===== src/rtl/fetch_queue.sv =====
// Instruction-fetch front end: owns the fetch PC, issues synchronous imem reads,
// buffers tagged responses in a small FIFO and feeds decode one registered pair per cycle.
module fetch_queue #(
  parameter int              DEPTH    = 4,
  parameter int              ISIZE    = 16,
  parameter int              ASIZE    = 16,
  parameter logic [ASIZE-1:0] RESET_PC = '0,
  parameter logic [ISIZE-1:0] NOP      = 16'h7000,
  localparam int             CW       = $clog2(DEPTH + 1),
  localparam int             PW       = $clog2(DEPTH)
) (
  input  logic             clk,
  input  logic             Rst,
  output logic             imem_rd_en,
  output logic [ASIZE-1:0] imem_addr,
  input  logic [ISIZE-1:0] imem_data,
  input  logic             stall,
  input  logic             redirect,
  input  logic [ASIZE-1:0] redirect_pc,
  output logic [ISIZE-1:0] instr_out,
  output logic [ASIZE-1:0] pc_out,
  output logic             instr_valid,
  output logic [CW-1:0]    count
);

  typedef struct packed {
    logic [ASIZE-1:0] pc;
    logic [ISIZE-1:0] instr;
  } entry_t;

  logic [ASIZE-1:0] fetch_pc_q, fetch_pc_d;
  logic [ASIZE-1:0] tag_q, tag_d;
  logic             inflight_q, inflight_d;
  logic [PW-1:0]    rd_ptr_q, rd_ptr_d;
  logic [PW-1:0]    wr_ptr_q, wr_ptr_d;
  logic [CW-1:0]    count_q, count_d;
  logic [ISIZE-1:0] instr_q, instr_d;
  logic [ASIZE-1:0] pc_q, pc_d;
  logic             valid_q, valid_d;
  entry_t           mem_q [DEPTH];

  logic [CW:0] occ;
  logic        fifo_empty, resp_vld, push, pop, bypass;
  entry_t      head;

  // Occupancy includes the response already in flight so the FIFO can never overflow.
  assign occ        = (CW+1)'(count_q) + (CW+1)'(inflight_q);
  assign imem_rd_en = Rst & ~redirect & (occ < (CW+1)'(DEPTH));
  assign imem_addr  = fetch_pc_q;

  assign fifo_empty = (count_q == '0);
  assign resp_vld   = inflight_q & ~redirect;
  assign pop        = ~redirect & ~stall & ~fifo_empty;
  assign push       = resp_vld & (stall | ~fifo_empty);
  assign bypass     = resp_vld & ~stall & fifo_empty;
  assign head       = mem_q[rd_ptr_q];

  always_comb begin
    fetch_pc_d = fetch_pc_q;
    tag_d      = tag_q;
    inflight_d = imem_rd_en;
    rd_ptr_d   = rd_ptr_q;
    wr_ptr_d   = wr_ptr_q;
    count_d    = count_q;
    instr_d    = instr_q;
    pc_d       = pc_q;
    valid_d    = valid_q;

    if (imem_rd_en) begin
      fetch_pc_d = fetch_pc_q + ASIZE'(1);
      tag_d      = fetch_pc_q + ASIZE'(1);
    end

    if (redirect) begin
      fetch_pc_d = redirect_pc;
      rd_ptr_d   = '0;
      wr_ptr_d   = '0;
      count_d    = '0;
      instr_d    = NOP;
      pc_d       = redirect_pc;
      valid_d    = 1'b0;
    end else begin
      if (push) wr_ptr_d = wr_ptr_q + PW'(1);
      if (pop)  rd_ptr_d = rd_ptr_q + PW'(1);
      count_d = count_q + CW'(push) - CW'(pop);
      if (!stall) begin
        if (!fifo_empty) begin
          instr_d = head.instr;
          pc_d    = head.pc;
          valid_d = 1'b1;
        end else if (bypass) begin
          instr_d = imem_data;
          pc_d    = tag_q;
          valid_d = 1'b1;
        end else begin
          instr_d = NOP;
          valid_d = 1'b0;
        end
      end
    end
  end

  always_ff @(posedge clk) begin
    if (!Rst) begin
      fetch_pc_q <= RESET_PC;
      tag_q      <= '0;
      inflight_q <= 1'b0;
      rd_ptr_q   <= '0;
      wr_ptr_q   <= '0;
      count_q    <= '0;
      instr_q    <= NOP;
      pc_q       <= '0;
      valid_q    <= 1'b0;
    end else begin
      fetch_pc_q <= fetch_pc_d;
      tag_q      <= tag_d;
      inflight_q <= inflight_d;
      rd_ptr_q   <= rd_ptr_d;
      wr_ptr_q   <= wr_ptr_d;
      count_q    <= count_d;
      instr_q    <= instr_d;
      pc_q       <= pc_d;
      valid_q    <= valid_d;
    end
  end

  // Storage needs no reset; pointers and count define what is live.
  always_ff @(posedge clk) begin
    if (Rst && push) mem_q[wr_ptr_q] <= '{pc: tag_q, instr: imem_data};
  end

  assign instr_out   = instr_q;
  assign pc_out      = pc_q;
  assign instr_valid = valid_q;
  assign count       = count_q;

endmodule


===== config.mk =====
export PLATFORM = sky130hd
export DESIGN_NAME = fetch_queue
export DESIGN_NICKNAME = d
export VERILOG_FILES = /design/src/rtl/fetch_queue.sv
export SDC_FILE = /design/constraint.sdc
export NUM_CORES = 1
export LEC_CHECK = 0
export CORE_MARGIN = 2
export CORE_UTILIZATION = 45
export CTS_BUF_LIST = sky130_fd_sc_hd__clkbuf_8
export CTS_CLUSTER_SIZE = 16
export DETAILED_ROUTE_END_ITERATION = 6
export PLACE_DENSITY = 0.68
export SETUP_SLACK_MARGIN = 0.1
export SLEW_MARGIN = 20
export SYNTH_ARGS = -nofsm -noshare
export SYNTH_HDL_FRONTEND = slang
export SYNTH_SLANG_ARGS = --single-unit

===== constraint.sdc =====
create_clock -name clk -period 2.9 [get_ports clk]
set_clock_uncertainty 0.05 [all_clocks]
set_input_delay 0.58 -clock clk [delete_from_list [all_inputs] [get_ports clk]]
set_output_delay 0.58 -clock clk [all_outputs]
set_load 0.01 [all_outputs]

==> results.cfg <==
[place]
dp_slack_ns = 0.0166
place_congestion = 0.856
dp_hpwl_mm = 12.4
numPortBuffers = 88

[clocking]
cts_max_path_buffers = 3
cts_tree = done
clkSinkCount = 203
cts_hold_buf = 0
clockRootBuffer = clkbuf_8
htree_levels = 2
cts_setup_buffers = 0
clk_latency_ns = 0.52
path_clk_slew_ns = 0.06
cts_made_buffers = 34

[critical_path]
start_kind = flop
path_class = flop to output pin
crit_chain = ha_1, o211a_1, o22ai_2, nand2_1, inv_1, dlygate4sd2_1
cp.required_ns = 2.27
critPathSlowestCell = dfxtp_2
end_kind = output pin
max_stage_delay_ns = 0.38
cp_max_fo = 9
cp.arrival_ns = 2.07

[sta]
rsz0062_at_grt = no
period_share = 0.932
fin_hold_ws_ns = 0.427
fmax_mhz = 370
layout_setup_ws_ns = 0.198
tns_ns = 0
slew_headroom = 0.467
max_slew.worst_pin.slew_ns = 0.800
finalHoldViolCount = 0
layout_min_cycle_time_ns = 2.70
setup_viol = 0
slew_viol_final = 0

[routing]
drtAntennaViolNets = 0
drt_iter0_drc = 435
routedWlPerCell_um = 20.1
drc = 0
drtPass1Iterations = 5
viasPerCell = 5.74
vias = 5570
finalWirelength_mm = 19.5

[layout]
area_growth_pct = 23.9
nFillCells = 1456
regArea_mm2 = 0.00535
mostFrequentLayoutCells = 128 x edfxtp_1, 87 x clkdlybuf4s50_1, 73 x dfxtp_1
insertedDiodeCount = 0
fin_nets = 762
final_util = 0.566
drive_gt1_frac = 0.155
multi_input_area_mm2 = 0.00262
mostFrequentLayoutCell = edfxtp_1

[floorplanning]
die_area_mm2 = 0.0193
die_width_um = 139
core_area_mm2 = 0.0179
start_util = 0.457
ios = 89
die_y_um = 139
rows = 49

[grt]
grt_pass1_vias = 5677
grt_usage = 0.202
overflow = 0
antenna_found_initial = 0
grt_pass1_wl_mm = 30.6
grt_max_degree = 39

[yosys]
seq_area_frac_synth = 0.654
yosysTopAreaCellShare = 0.470
yosys-top-cells-area = edfxtp_1 47%, dfxtp_1 18%, mux4_2 8.8%, o21ai_0 2.5%, nand2_1 2.4%
yosysUniqueCellTypes = 47
avgSynthCellArea_um2 = 13.6
ys.flop_type = edfxtp_1
ys_ff_latch = 203
yosys.area.top_type = edfxtp_1
synthCells = 599
syn-num-nets = 644
synth_warnings = 0
synth_area_mm2 = 0.00817
synth_edf_count = 128
synth_async_sr_flop_share = 0

[run_status]
status = completed

[pwr]
p_leak_nw = 3.40
power.density_mw_per_mm2 = 588
max-vdd-ir-drop_mv = 0.298

[run]
maxCapViolCount = 0

[hold_path]
hold_class = flop to flop
[sequential cells by signal, indices dropped and copies added (netlist names), 2 cells and up, named ones only]
signal     cells
mem_q        128
pc_out        16
wr_ptr_q       2
rd_ptr_q       2
tag_q         16
count          3
imem_addr     16
instr_out     16
[worst max-delay path, delay by kind of cell (launching register included)]
kind | cells | cell delay (ns)
buffers and inverters | 2 | 0.41
AOI/OAI and AO/OA | 2 | 0.47
and+or+nand+nor | 1 | 0.10
DFF | 1 | 0.38
adders and majority gates | 1 | 0.21
[kinds of logic (layout without fill, tap and decap cells)]
family | count (synthesis) | count (layout) | share of synthesized area
multiplexers | 35 | 35 | 0.0919
AO/OA/AOI/OAI | 136 | 136 | 0.103
XOR/XNOR | 18 | 18 | 0.0193
AND/OR/NAND/NOR | 145 | 145 | 0.0903
adder cells (fa/ha/maj) | 9 | 9 | 0.0147
flip-flops | 203 | 203 | 0.654
buffers and inverters | 53 | 196 | 0.0263
[path summary, 6_finish.rpt]
path | slack [ns] | from | cells past startpoint | end
worst min register to register | 0.43 | instr_valid | 2 | instr_valid
worst max-delay path | 0.20 | count[2] | 6 | imem_rd_en
worst min-delay path | 0.43 | instr_valid | 2 | instr_valid
worst max register to register | 0.57 | count[0] | 11 | count[2]
[stage by stage]
step / instances / power [mW] / instance area (um^2)
floorplan: 599 / 3.41 / 8170
global placement: 910 / 3.63 / 9480
detailed placement: 910 / 3.64 / 9480
CTS: 971 / 6.00 / 10100
global route: 971 / 6.17 / 10100
finish: 971 / 5.95 / 10100
[power breakdown]
part           leakage (nW)  switching, mW  total [mW]  internal, mW
registers              1.79         0.0711        3.20          3.13
logic                  1.22          0.194       0.383         0.189
clock network         0.385           1.08        2.37          1.29
[synthesized netlist by cell type (4+ instances only)]
cell,instances
xnor2_1,14
a22oi_1,13
nand2_1,52
o21ai_0,41
clkbuf_1,25
or3_1,8
nor3_1,21
o22ai_1,6
edfxtp_1,128
a211oi_1,12
dfxtp_1,75
buf_2,7
ha_1,8
nor4_1,5
a311oi_1,7
xor2_1,4
inv_1,15
buf_1,4
o31ai_1,10
and3_1,15
a31oi_1,9
a21oi_1,29
nor2_1,11
mux4_2,32
nand3_1,14
and4_1,4
[routing by layer]
metal	vias to the layer above	GRT usage	part of all wire
li1	2568	-	-
met4	0	0.0803	0.028
met3	41	0.0445	0.068
met1	2746	0.256	0.41
met2	215	0.339	0.49
met5	-	0	0
[final cells by class]
cell class / count / area share
Clock buffer: 38 / 0.0516
Sequential cell: 203 / 0.528
Inverter: 15 / 0.00556
Tap cell: 229 / 0.0283
Clock inverter: 23 / 0.0117
Timing Repair Buffer: 120 / 0.116
Multi-Input combinational cell: 343 / 0.259
[repair_timing]
item / 4_1_cts / 5_1_grt
setup endpoints to repair: 1 / 0
resized for setup: 3 / 0
endpoints found under the hold margin: 0 / 0
Power figures use the tool's default switching activity.
